$ cat config.mk
export PLATFORM = sky130hd
export DESIGN_NAME = fpu_wb_sched
export DESIGN_NICKNAME = d
export VERILOG_FILES = /design/src/rtl/fpu_wb_sched.sv
export SDC_FILE = /design/constraint.sdc
export NUM_CORES = 1
export LEC_CHECK = 0
export CORE_ASPECT_RATIO = 1.2
export CORE_MARGIN = 2
export CORE_UTILIZATION = 44
export CTS_CLUSTER_DIAMETER = 60
export DETAILED_ROUTE_END_ITERATION = 10
export GPL_TIMING_DRIVEN = 0
export PLACE_DENSITY = 0.7
export SLEW_MARGIN = 0
export SYNTH_ARGS = -nofsm -noshare
export SYNTH_HDL_FRONTEND = slang
export SYNTH_SLANG_ARGS = --single-unit
export TNS_END_PERCENT = 10
$ cat constraint.sdc
create_clock -name clk -period 1.9 [get_ports clk]
set_input_delay 0.19 -clock clk [delete_from_list [all_inputs] [get_ports clk]]
set_output_delay 0.19 -clock clk [all_outputs]
set_load 0.02 [all_outputs]
$ cat src/rtl/fpu_wb_sched.sv
// FP op decode, issue and writeback-slot scheduler for a fixed-latency FMA pipeline.
// Optional feature: define FPU_FLAGS_ACCUM_EN for sticky accumulated exception flags.
module fpu_wb_sched #(
  parameter int TAG_W   = 5,
  parameter int LAT_ADD = 4,
  parameter int LAT_MUL = 5,
  parameter int LAT_FMA = 6,
  parameter int MAX_LAT = 8
) (
  input  logic             clk,
  input  logic             rst,
  input  logic             req_valid,
  output logic             req_ready,
  input  logic [6:0]       req_funct7,
  input  logic [2:0]       req_funct3,
  input  logic [TAG_W-1:0] req_tag,
  input  logic [2:0]       frm,
  output logic             iss_valid,
  output logic [2:0]       iss_op_type,
  output logic [2:0]       iss_rm,
  output logic [TAG_W-1:0] iss_tag,
  input  logic [4:0]       pipe_flags,
  output logic             wb_valid,
  output logic [TAG_W-1:0] wb_tag,
  output logic             err_valid,
  output logic [TAG_W-1:0] err_tag,
  input  logic             flush,
  input  logic             fflags_clr,
  output logic [4:0]       fflags,
  output logic             busy
);

  generate
    if (LAT_ADD < 2 || LAT_ADD > MAX_LAT || LAT_MUL < 2 || LAT_MUL > MAX_LAT ||
        LAT_FMA < 2 || LAT_FMA > MAX_LAT) begin : g_lat_check
      $error("fpu_wb_sched: every LAT_* must lie in 2..MAX_LAT");
    end
  endgenerate

  logic             slot_v [MAX_LAT];
  logic [TAG_W-1:0] slot_t [MAX_LAT];

  logic       cls_legal;
  logic       rm_legal;
  logic       legal;
  logic [2:0] op_type;
  logic [2:0] rm;
  int         lat;
  logic       lat_busy;
  logic       accept;

  always_comb begin
    cls_legal = 1'b0;
    op_type   = 3'b000;
    lat       = LAT_ADD;
    case (req_funct7[6:2])
      5'b00000: begin cls_legal = 1'b1; op_type = 3'b000; lat = LAT_ADD; end
      5'b00001: begin cls_legal = 1'b1; op_type = 3'b001; lat = LAT_ADD; end
      5'b00010: begin cls_legal = 1'b1; op_type = 3'b010; lat = LAT_MUL; end
      5'b10000: begin
        cls_legal = 1'b1;
        op_type   = 3'b011 + {1'b0, req_funct7[1:0]};
        lat       = LAT_FMA;
      end
      default: ;
    endcase
    rm       = (req_funct3 == 3'b111) ? frm : req_funct3;
    rm_legal = (rm <= 3'b100);
    legal    = cls_legal & rm_legal;
    // slot[L] would shift into slot[L-1] at the same edge we write it; slot[MAX_LAT] is always free.
    lat_busy = 1'b0;
    for (int i = 0; i < MAX_LAT; i++) begin
      if (slot_v[i] && lat == i) lat_busy = 1'b1;
    end
  end

  // Handshake: a request transfers on a cycle where req_valid && req_ready; the requester holds
  // its fields stable while req_valid is high and req_ready is low. Illegal ops are always
  // taken (unless flushing) so they can retire through err_valid without occupying a slot.
  assign req_ready   = ~flush & (~legal | ~lat_busy);
  assign accept      = req_valid & req_ready;
  assign iss_valid   = accept & legal;
  assign iss_op_type = op_type;
  assign iss_rm      = rm;
  assign iss_tag     = req_tag;

  always_ff @(posedge clk or posedge rst) begin
    if (rst) begin
      for (int i = 0; i < MAX_LAT; i++) begin
        slot_v[i] <= 1'b0;
        slot_t[i] <= '0;
      end
      err_valid <= 1'b0;
      err_tag   <= '0;
    end else if (flush) begin
      for (int i = 0; i < MAX_LAT; i++) begin
        slot_v[i] <= 1'b0;
      end
      err_valid <= 1'b0;
    end else begin
      for (int i = 0; i < MAX_LAT - 1; i++) begin
        slot_v[i] <= slot_v[i+1];
        slot_t[i] <= slot_t[i+1];
      end
      slot_v[MAX_LAT-1] <= 1'b0;
      for (int i = 0; i < MAX_LAT; i++) begin
        if (iss_valid && lat == i + 1) begin
          slot_v[i] <= 1'b1;
          slot_t[i] <= req_tag;
        end
      end
      err_valid <= accept & ~legal;
      err_tag   <= req_tag;
    end
  end

  assign wb_valid = slot_v[0];
  assign wb_tag   = slot_t[0];

  always_comb begin
    busy = 1'b0;
    for (int i = 0; i < MAX_LAT; i++) busy = busy | slot_v[i];
  end

`ifdef FPU_FLAGS_ACCUM_EN
  logic [4:0] flags_q;

  always_ff @(posedge clk or posedge rst) begin
    if (rst) flags_q <= 5'b0;
    else     flags_q <= (fflags_clr ? 5'b0 : flags_q) | (wb_valid ? pipe_flags : 5'b0);
  end

  assign fflags = flags_q;
`else
  logic unused_fflags_clr;
  assign unused_fflags_clr = fflags_clr;
  assign fflags = wb_valid ? pipe_flags : 5'b0;
`endif

endmodule

==> results.json, run 1 <==
{
  "outcome": "completed",
  "vias_per_cell": 5.414,
  "final_cell_mix": "48 x dfrtp_1, 42 x clkdlybuf4s50_1, 20 x mux2_2, 20 x nor2b_1, 19 x buf_4",
  "insertedDiodeCount": 0,
  "insertion_delay_ns": 0.30,
  "fin_nets": 314,
  "synth_area_um2": 2417,
  "cts_buffers": 5,
  "cts_tree": "built",
  "portBuffers": 55,
  "drc": 0,
  "path_class": "in2out",
  "clk_pin_slew_ns": 0.09,
  "synth_cell_types": 37,
  "avgSynthCellArea_um2": 11.09,
  "syn2layout_area_growth_pct": 32.92,
  "clock.fmax_ghz": 0.5374,
  "cp-end-kind": "output pin",
  "die_w_um": 71.66,
  "nFillCells": 481,
  "htree_levels": 2,
  "cp_max_fo": 8,
  "drive_gt1_share_pct": 23.43,
  "track_usage_pct": 18.52,
  "powerDensity_nw_per_um2": 743.6,
  "wl_per_cell_um": 15.48,
  "clk_path_buf_depth": 2,
  "ant_nets": 0,
  "rsz0062_at_grt": "true",
  "cts_root_buf": "clkbuf_8",
  "place_area_um2": 3065,
  "synth.area.top_cells": "dfrtp_1 50%, mux2_2 9.3%, a41oi_1 5.4%",
  "ys_ff_latch": 48,
  "slew_headroom_pct": 65.99,
  "hold_class": "in2async",
  "postSynthCellCount": 218,
  "ys_warn_count": 0,
  "yosysTopAreaCellShare_pct": 49.69,
  "grt_pass1_vias": 1967,
  "synth_edf_count": 0,
  "grt_pass1_wl_um": 9045,
  "max_cap_viol_count": 0,
  "power.leakage_nw": 1.301,
  "tightest_slew_ns": 0.5102,
  "drt_wl_total_um": 5386,
  "num_rows": 29,
  "skew_ns": 0.006372,
  "antenna_found_initial": 0,
  "initial_core_util_pct": 45.63,
  "final_area_um2": 3213,
  "grt-ovfl-total": 0,
  "required_ns": 1.71,
  "timing.final.ws_setup_ns": 0.03908,
  "synthFlopType": "dfrtp_1",
  "final_common_cell": "dfrtp_1",
  "dieArea_um2": 6105,
  "dp_hpwl_um": 3848,
  "ir_drop_v": 0.0002884,
  "fin_crit_sh_pct": 97.94,
  "setup_viol": 0,
  "drt-pass1-iter-count": 4,
  "arrival_ns": 1.67,
  "grt_max_degree": 27,
  "cts.sinks": 48,
  "syn_nets": 247,
  "worst_setup_path_start_kind": "input pin",
  "slew_viol_final": 0,
  "vias": 1884,
  "ys_seq_area_share_pct": 49.69,
  "globalplace.congestion": 0.8073,
  "final_hold_viol_count": 0,
  "io_pins": 59,
  "chipHeight_um": 85.20,
  "min_period_ns": 1.861,
  "yosys.area.top_type": "dfrtp_1",
  "coreArea_um2": 5298,
  "drt-initial-drc-count": 77,
  "place_ws_ns": -0.9630,
  "synthArstFlopShare_pct": 100.0
}
==> repair_timing <==
item / in CTS / in global routing
setup endpoints to repair: 20 / 11
buffers inserted: 7 / 0
pin swaps: 8 / 1
gates resized for setup: 31 / 7
hold buffers: 0 / 0
==> metrics by stage <==
step | power, mW | hold WS, ns | utilization [%] | TNS [ns] | std cells
final | 2.389 | 0.2231 | 60.65 | 0 | 348
after global routing | 2.522 | 0.2645 | 60.65 | -0.05421 | 348
after CTS | 2.411 | 0.2446 | 60.65 | 0 | 348
after floorplan | 1.551 | 0.3406 | - | 0 | 218
after detailed placement | 1.789 | 0.4768 | 57.86 | -11.39 | 336
after global placement | 1.769 | 0.4732 | 57.49 | -28.65 | 335
==> where the power goes <==
part	switching [mW]	internal, mW
clock	0.357	0.261
combinational	0.266	0.312
sequential	0.0551	1.14
==> synth_stat cells, types with 2 or more instances <==
library cell and instances:
and2_1 10, nor4_1 2, mux2_2 20, nand2_1 6, buf_4 11, dfrtp_1 48
buf_6 2, a21oi_1 17, a41oi_1 15, clkbuf_1 7, o31ai_1 15, a31oi_1 4
inv_1 3, nand2b_1 2, nand3b_1 2, nor2_1 11, o21ai_0 2, nor2b_1 20
o21a_1 3
==> final timing paths <==
path                                       start                     end  depth (start not counted)  slack [ns]
max                                req_funct7[3]               req_ready                          6        0.04
min                                          rst  slot_t[27]$_DFFE_PP0N_                          2        0.22
max reg2reg                  slot_v[2]$_DFF_PP0_  slot_t[10]$_DFFE_PP0N_                          6        0.23
min reg2reg                slot_t[5]$_DFFE_PP0N_   slot_t[5]$_DFFE_PP0N_                          1        0.49
max in group asynchronous                    rst  slot_t[18]$_DFFE_PP0N_                          3        1.17
min in group clk                           flush  slot_t[27]$_DFFE_PP0N_                          2        0.36
==> per-layer routing <==
metal | wire length [um] | part of all wire (%) | GRT usage (%)
met2 | 2839 | 53 | 32.74
met4 | 63 | 1.2 | 5.832
met3 | 218 | 4.0 | 2.969
met1 | 2264 | 42 | 22.99
met5 | 0 | 0 | 0
==> critical path: stages <==
cell	delay (ns)
clkdlybuf4s15_2	0.25
maj3_2	0.34
or4_4	0.54
nor2_2	0.13
nor2_1	0.05
buf_4	0.18
==> cell families (layout without fill, tap and decap cells) <==
group	Yosys count	count (layout)	synth area share, %
buffers and inverters	26	94	6.884
adders and majority gates	2	2	0.9833
and+or+nand+nor	59	59	14.44
AOI/OAI and AO/OA	61	61	18.12
muxes	21	21	9.731
DFF	48	48	49.69
other	1	1	0.1551
==> flip-flops by register name, summed over array words and instances (netlist names) <==
register   flops
err_tag        5
wb_valid       1
wb_tag         5
err_valid      1
slot_v         6
slot_t        30
==> layout make-up <==
type	count	area, um2	share of cell area (%)
clock inverters	3	23.77	0.7399
flip-flops and latches	48	1201	37.38
multi-input cells	144	1106	34.42
well taps	62	77.57	2.414
repair buffers	63	600.6	18.69
inverters	3	11.26	0.3505
plain buffers	20	123.9	3.855
clock buffers	5	68.82	2.142
No activity file was read; power rests on OpenSTA's default activity.
==> inputs of run 2 (changes only) <==
Settings changed: CORE_MARGIN 2 to 1, REMOVE_ABC_BUFFERS set to 1.
==> run 2 against run 1 <==
Sequential power about the same. Clock skew decreased by 0.00069 ns. Wire length is 8.7% lower. Via count decreased by 5.5%. Die area decreased by 5.1%. Fmax is 0.67% lower.
==> results.json, run 2 (synthesis gave the netlist of run 1 again) <==
{
  "timing.rr.start": "slot_v[2]$_DFF_PP0_",
  "cts_buffers": 5,
  "worst_r2r_endpoint": "slot_t[16]$_DFFE_PP0N_",
  "final_area_um2": 3202,
  "final_cell_mix": "48 x dfrtp_1, 39 x clkdlybuf4s50_1, 20 x mux2_2, 20 x nor2b_1, 17 x a21oi_1",
  "fin_nets": 296,
  "io_pins": 59,
  "max_stage_delay_ns": 0.55,
  "clk_path_buf_depth": 2,
  "fin_crit_sh_pct": 98.61,
  "path_cells": "clkdlybuf4s15_2, maj3_2, or4_4, buf_12, nor2_4, buf_6",
  "portBuffers": 57,
  "powerDensity_nw_per_um2": 800.9,
  "setup-tns-final_ns": 0,
  "ir_drop_v": 0.0003914,
  "dp_hpwl_um": 3243,
  "grt_pass1_wl_um": 8369,
  "cp_slowest_cell": "or4_4",
  "htree_levels": 2,
  "grt_max_degree": 52,
  "die_w_um": 69.66,
  "final_common_cell": "dfrtp_1",
  "coreArea_um2": 5298,
  "final_hold_viol_count": 0,
  "p_comb_share_pct": 20.7,
  "switching_share_pct": 24.65,
  "dieArea_um2": 5795,
  "grt-ovfl-total": 0,
  "drt-initial-drc-count": 105,
  "reg2reg_depth": 5,
  "largest_register_ffs": 30,
  "switchingPower_mw": 0.6320,
  "ant_nets": 0,
  "globalplace.congestion": 0.7788,
  "rsz0062_at_grt": "true",
  "path_class": "in2out",
  "hold_class": "in2async",
  "drc": 0,
  "vias": 1781,
  "whs_ns": 0.1391,
  "antenna_found_initial": 0,
  "critical-path-top-delay-family": "simple AND/OR/NAND/NOR gates",
  "place_ws_ns": -0.9883,
  "clk_pin_slew_ns": 0.08,
  "vias_per_cell": 5.413,
  "seq_power_share_pct": 46.5,
  "power.leakage_nw": 1.307,
  "outcome": "completed",
  "cts.sinks": 48,
  "min_period_ns": 1.873,
  "initial_core_util_pct": 45.63,
  "pwr-share-clk_pct": 32.8,
  "cts_root_buf": "clkbuf_8",
  "chipHeight_um": 83.20,
  "timing.final.ws_setup_ns": 0.02650,
  "r2r_slack_ns": 0.40,
  "track_usage_pct": 17.88,
  "clock.fmax_ghz": 0.5338,
  "crit_buf_inv": 3,
  "drive_gt1_share_pct": 20.22,
  "arrival_ns": 1.68,
  "insertedDiodeCount": 0,
  "wl_per_cell_um": 14.95,
  "top_register": "slot_t",
  "num_rows": 29,
  "cts_tree": "built",
  "cp-end-kind": "output pin",
  "slew_viol_final": 0,
  "insertion_delay_ns": 0.30,
  "reg_top3": "slot_t: 30 flops, slot_v: 6 flops",
  "drt_wl_total_um": 4918,
  "grt_pass1_vias": 1752,
  "skew_ns": 0.005681,
  "cp_max_fo": 8,
  "p_int_mw": 1.932,
  "drt-pass1-iter-count": 4,
  "nFillCells": 451,
  "place_area_um2": 2945,
  "setup_viol": 0,
  "required_ns": 1.71,
  "worst_setup_path_start_kind": "input pin",
  "max_cap_viol_count": 0,
  "syn2layout_area_growth_pct": 32.45
}
-- run 2: cell count changes in the layout (fill, tap and decap cells not counted), moves of 2 or more --
cell	delta
buf_4	-16
dlygate4sd2_1	+2
bufinv_16	+2
buf_12	+4
clkbuf_1	-7
clkdlybuf4s50_1	-3
clkinvlp_4	-2
dlymetal6s2s_1	+2
-- run 2: worst max path at each step --
stage | from | endpoint | slack, ns | depth (start not counted)
floorplan | frm[0] | iss_valid | 0.17 | 4
global placement | flush | iss_valid | -2.00 | 5
detailed placement | req_funct7[6] | iss_valid | -0.99 | 5
CTS | req_funct7[2] | iss_valid | 0.003 | 6
global route | req_funct7[4] | iss_valid | -0.03 | 6
finish | req_funct7[6] | iss_valid | 0.03 | 6
-- run 2: final cells by class --
cell class	instances	area, um2	area share [%]
multi-input combinational	144	1105	34.51
clock inverter	2	60.06	1.876
timing repair buffer	65	678.2	21.18
clock buffer	5	68.82	2.149
sequential	48	1201	37.51
inverter	3	11.26	0.3517
tap	62	77.57	2.423
-- run 2: worst register-to-register path: cells and delay by family, from the launching register on --
kind	cells	cell delay (ns)
DFF	1	0.41
AOI/OAI and AO/OA	4	0.83
and+or+nand+nor	1	0.14
-- run 2: per-stage QoR --
stage	power, mW	instances	utilization, %
2_1_floorplan	1.468	195	-
3_3_place_gp	1.710	314	54.94
3_5_place_dp	1.730	316	55.60
4_1_cts	2.582	326	59.49
5_1_grt	2.690	329	60.44
6_report	2.564	329	60.44
-- run 2: timing repair --
item / CTS / global route
setup endpoints to repair: 23 / 20
gates resized for setup: 42 / 4
pin swaps: 6 / 2
setup buffers: 3 / 3
hold buffers: 0 / 0
-- run 2: power by group through the flow --
stage / Sequential, mW / Clock (mW) / Combinational [mW]
floorplan: 1.26 / 0 / 0.212
global placement: 1.21 / 0 / 0.501
detailed placement: 1.22 / 0 / 0.515
CTS: 1.19 / 0.862 / 0.526
global route: 1.21 / 0.906 / 0.573
finish: 1.19 / 0.841 / 0.531
-- run 2: per-layer routing --
metal / routed length (um) / vias to the layer above / GRT usage (%)
met5: 0 / - / 0
met3: 171 / 7 / 3.519
met4: 85 / 0 / 7.636
met2: 2365 / 40 / 28.95
met1: 2296 / 852 / 23.36
li1: - / 882 / -
==> inputs of run 3 (changes only) <==
Settings changed: HOLD_SLACK_MARGIN set to 0.15.
==> run 3 against run 2 <==
Fmax about the same. Worst hold slack better by 0.14 ns. Critical path type unchanged. Critical path depth unchanged. Highest routed layer unchanged. Via count up 1.3%. Largest power group unchanged. Non-clock buffer count up 1. Clock skew about the same. Power about the same. Worst setup slack worse by 0.00079 ns. Sequential share of layout area down 0.12 points. Largest cell class unchanged. Register-to-register slack about the same. Clock-buffer cell count unchanged. Clock power about the same. Critical endpoint unchanged.
==> results.json, run 3 (synthesis gave the netlist of run 1 again) <==
{
  "num_rows": 29,
  "fin_nets": 297,
  "powerDensity_nw_per_um2": 798.8,
  "portBuffers": 57,
  "initial_core_util_pct": 45.63,
  "grt_max_degree": 52,
  "dpl.cell_count": 316,
  "r2r_slack_ns": 0.40,
  "drive_gt1_share_pct": 20.15,
  "clock.fmax_ghz": 0.5335,
  "outcome": "completed",
  "cp_slowest_cell": "or4_4",
  "htree_levels": 2,
  "whs_ns": 0.2808,
  "nFillCells": 450,
  "chipHeight_um": 83.20,
  "skew_ns": 0.005812,
  "drt-initial-drc-count": 84,
  "track_usage_pct": 17.90,
  "reg_top3": "slot_t: 30 flops, slot_v: 6 flops",
  "grt-ovfl-total": 0,
  "slew_viol_final": 0,
  "cts_root_buf": "clkbuf_8",
  "coreArea_um2": 5298,
  "arrival_ns": 1.68,
  "min_period_ns": 1.874,
  "drt-pass1-iter-count": 4,
  "cts_tree": "built",
  "worst_setup_path_start_kind": "input pin",
  "final_hold_viol_count": 0,
  "required_ns": 1.71,
  "cp_max_fo": 8,
  "cp-end-kind": "output pin",
  "final_cells": 330,
  "multi_input_area_um2": 1105,
  "syn2layout_area_growth_pct": 32.87,
  "ir_drop_v": 0.0003897,
  "largest_register_ffs": 30,
  "clk_pin_slew_ns": 0.08,
  "antenna_found_initial": 0,
  "final_cell_mix": "48 x dfrtp_1, 39 x clkdlybuf4s50_1, 20 x mux2_2, 20 x nor2b_1, 17 x a21oi_1",
  "die_w_um": 69.66,
  "drc": 0,
  "final_common_cell": "dfrtp_1",
  "drt_wl_total_um": 4914,
  "ant_nets": 0,
  "max_stage_delay_ns": 0.55,
  "setup_viol": 0,
  "path_class": "in2out",
  "rsz0062_at_grt": "true",
  "grt_pass1_vias": 1758,
  "max_cap_viol_count": 0,
  "dieArea_um2": 5795,
  "fin_crit_sh_pct": 98.65,
  "io_pins": 59,
  "vias_per_cell": 5.467,
  "hold_class": "in2reg",
  "wl_per_cell_um": 14.89,
  "globalplace.congestion": 0.7788,
  "clk_path_buf_depth": 2,
  "regArea_um2": 1201,
  "top_register": "slot_t",
  "dp_hpwl_um": 3243,
  "cts.sinks": 48,
  "insertedDiodeCount": 0,
  "path_cells": "clkdlybuf4s15_2, maj3_2, or4_4, buf_12, nor2_4, buf_6",
  "cts_buffers": 5,
  "power.leakage_nw": 1.311,
  "grt_pass1_wl_um": 8383,
  "vias": 1804,
  "insertion_delay_ns": 0.30
}
## run 3: final timing paths
kind / cells after the start / to / startpoint
min reg2reg: 1 / slot_t[8]$_DFFE_PP0N_ / slot_t[8]$_DFFE_PP0N_
min in group asynchronous: 3 / slot_t[16]$_DFFE_PP0N_ / rst
min: 2 / slot_t[6]$_DFFE_PP0N_ / flush
max in group asynchronous: 4 / err_valid$_DFF_PP0_ / rst
max reg2reg: 5 / slot_t[16]$_DFFE_PP0N_ / slot_v[2]$_DFF_PP0_
max: 6 / iss_valid / req_funct7[6]
## run 3: power breakdown
part | total (mW) | internal, mW | switching [mW]
combinational | 0.532 | 0.278 | 0.254
clock | 0.841 | 0.518 | 0.323
sequential | 1.19 | 1.14 | 0.0546
## run 3: metal layers
| layer | part of all wire (%) | vias to the layer above | GRT usage [%] |
|---|---|---|---|
| met2 | 49 | 44 | 29.04 |
| met1 | 45 | 865 | 23.36 |
| li1 | - | 888 | - |
| met3 | 3.8 | 7 | 3.519 |
| met5 | 0 | - | 0 |
| met4 | 1.7 | 0 | 7.636 |
## run 3: layout make-up
cell class	instances	share of cell area, %
Tap cell	62	2.415
Timing Repair Buffer	66	21.43
Multi-Input combinational cell	144	34.40
Clock inverter	2	1.870
Sequential cell	48	37.40
Clock buffer	5	2.143
Inverter	3	0.3506
## run 3: critical path: cells and delay by family
kind	cells	cell delay, ns
adder cells (fa/ha/maj)	1	0.34
buffers and inverters	3	0.52
AND/OR/NAND/NOR	2	0.64
## run 3: repair_timing
action,4_1_cts,5_1_grt
setup endpoints to repair,23,20
buffers inserted,3,3
hold buffers,1,0
endpoints found under the hold margin,11,0
gates cloned,0,0
pin swaps,6,2
resized for setup,42,4
## run 3: metrics by stage
step	power (mW)	util, %	setup TNS (ns)	setup WS, ns	instance area [um2]
detailed placement	1.730	55.60	-13.00	-0.9883	2945
global route	2.691	60.63	-0.03544	-0.02678	3212
finish	2.566	60.63	0	0.02571	3212
global placement	1.710	54.94	-73.01	-1.996	2910
floorplan	1.468	-	0	0.1685	2262
CTS	2.584	59.68	0	0.002835	3162
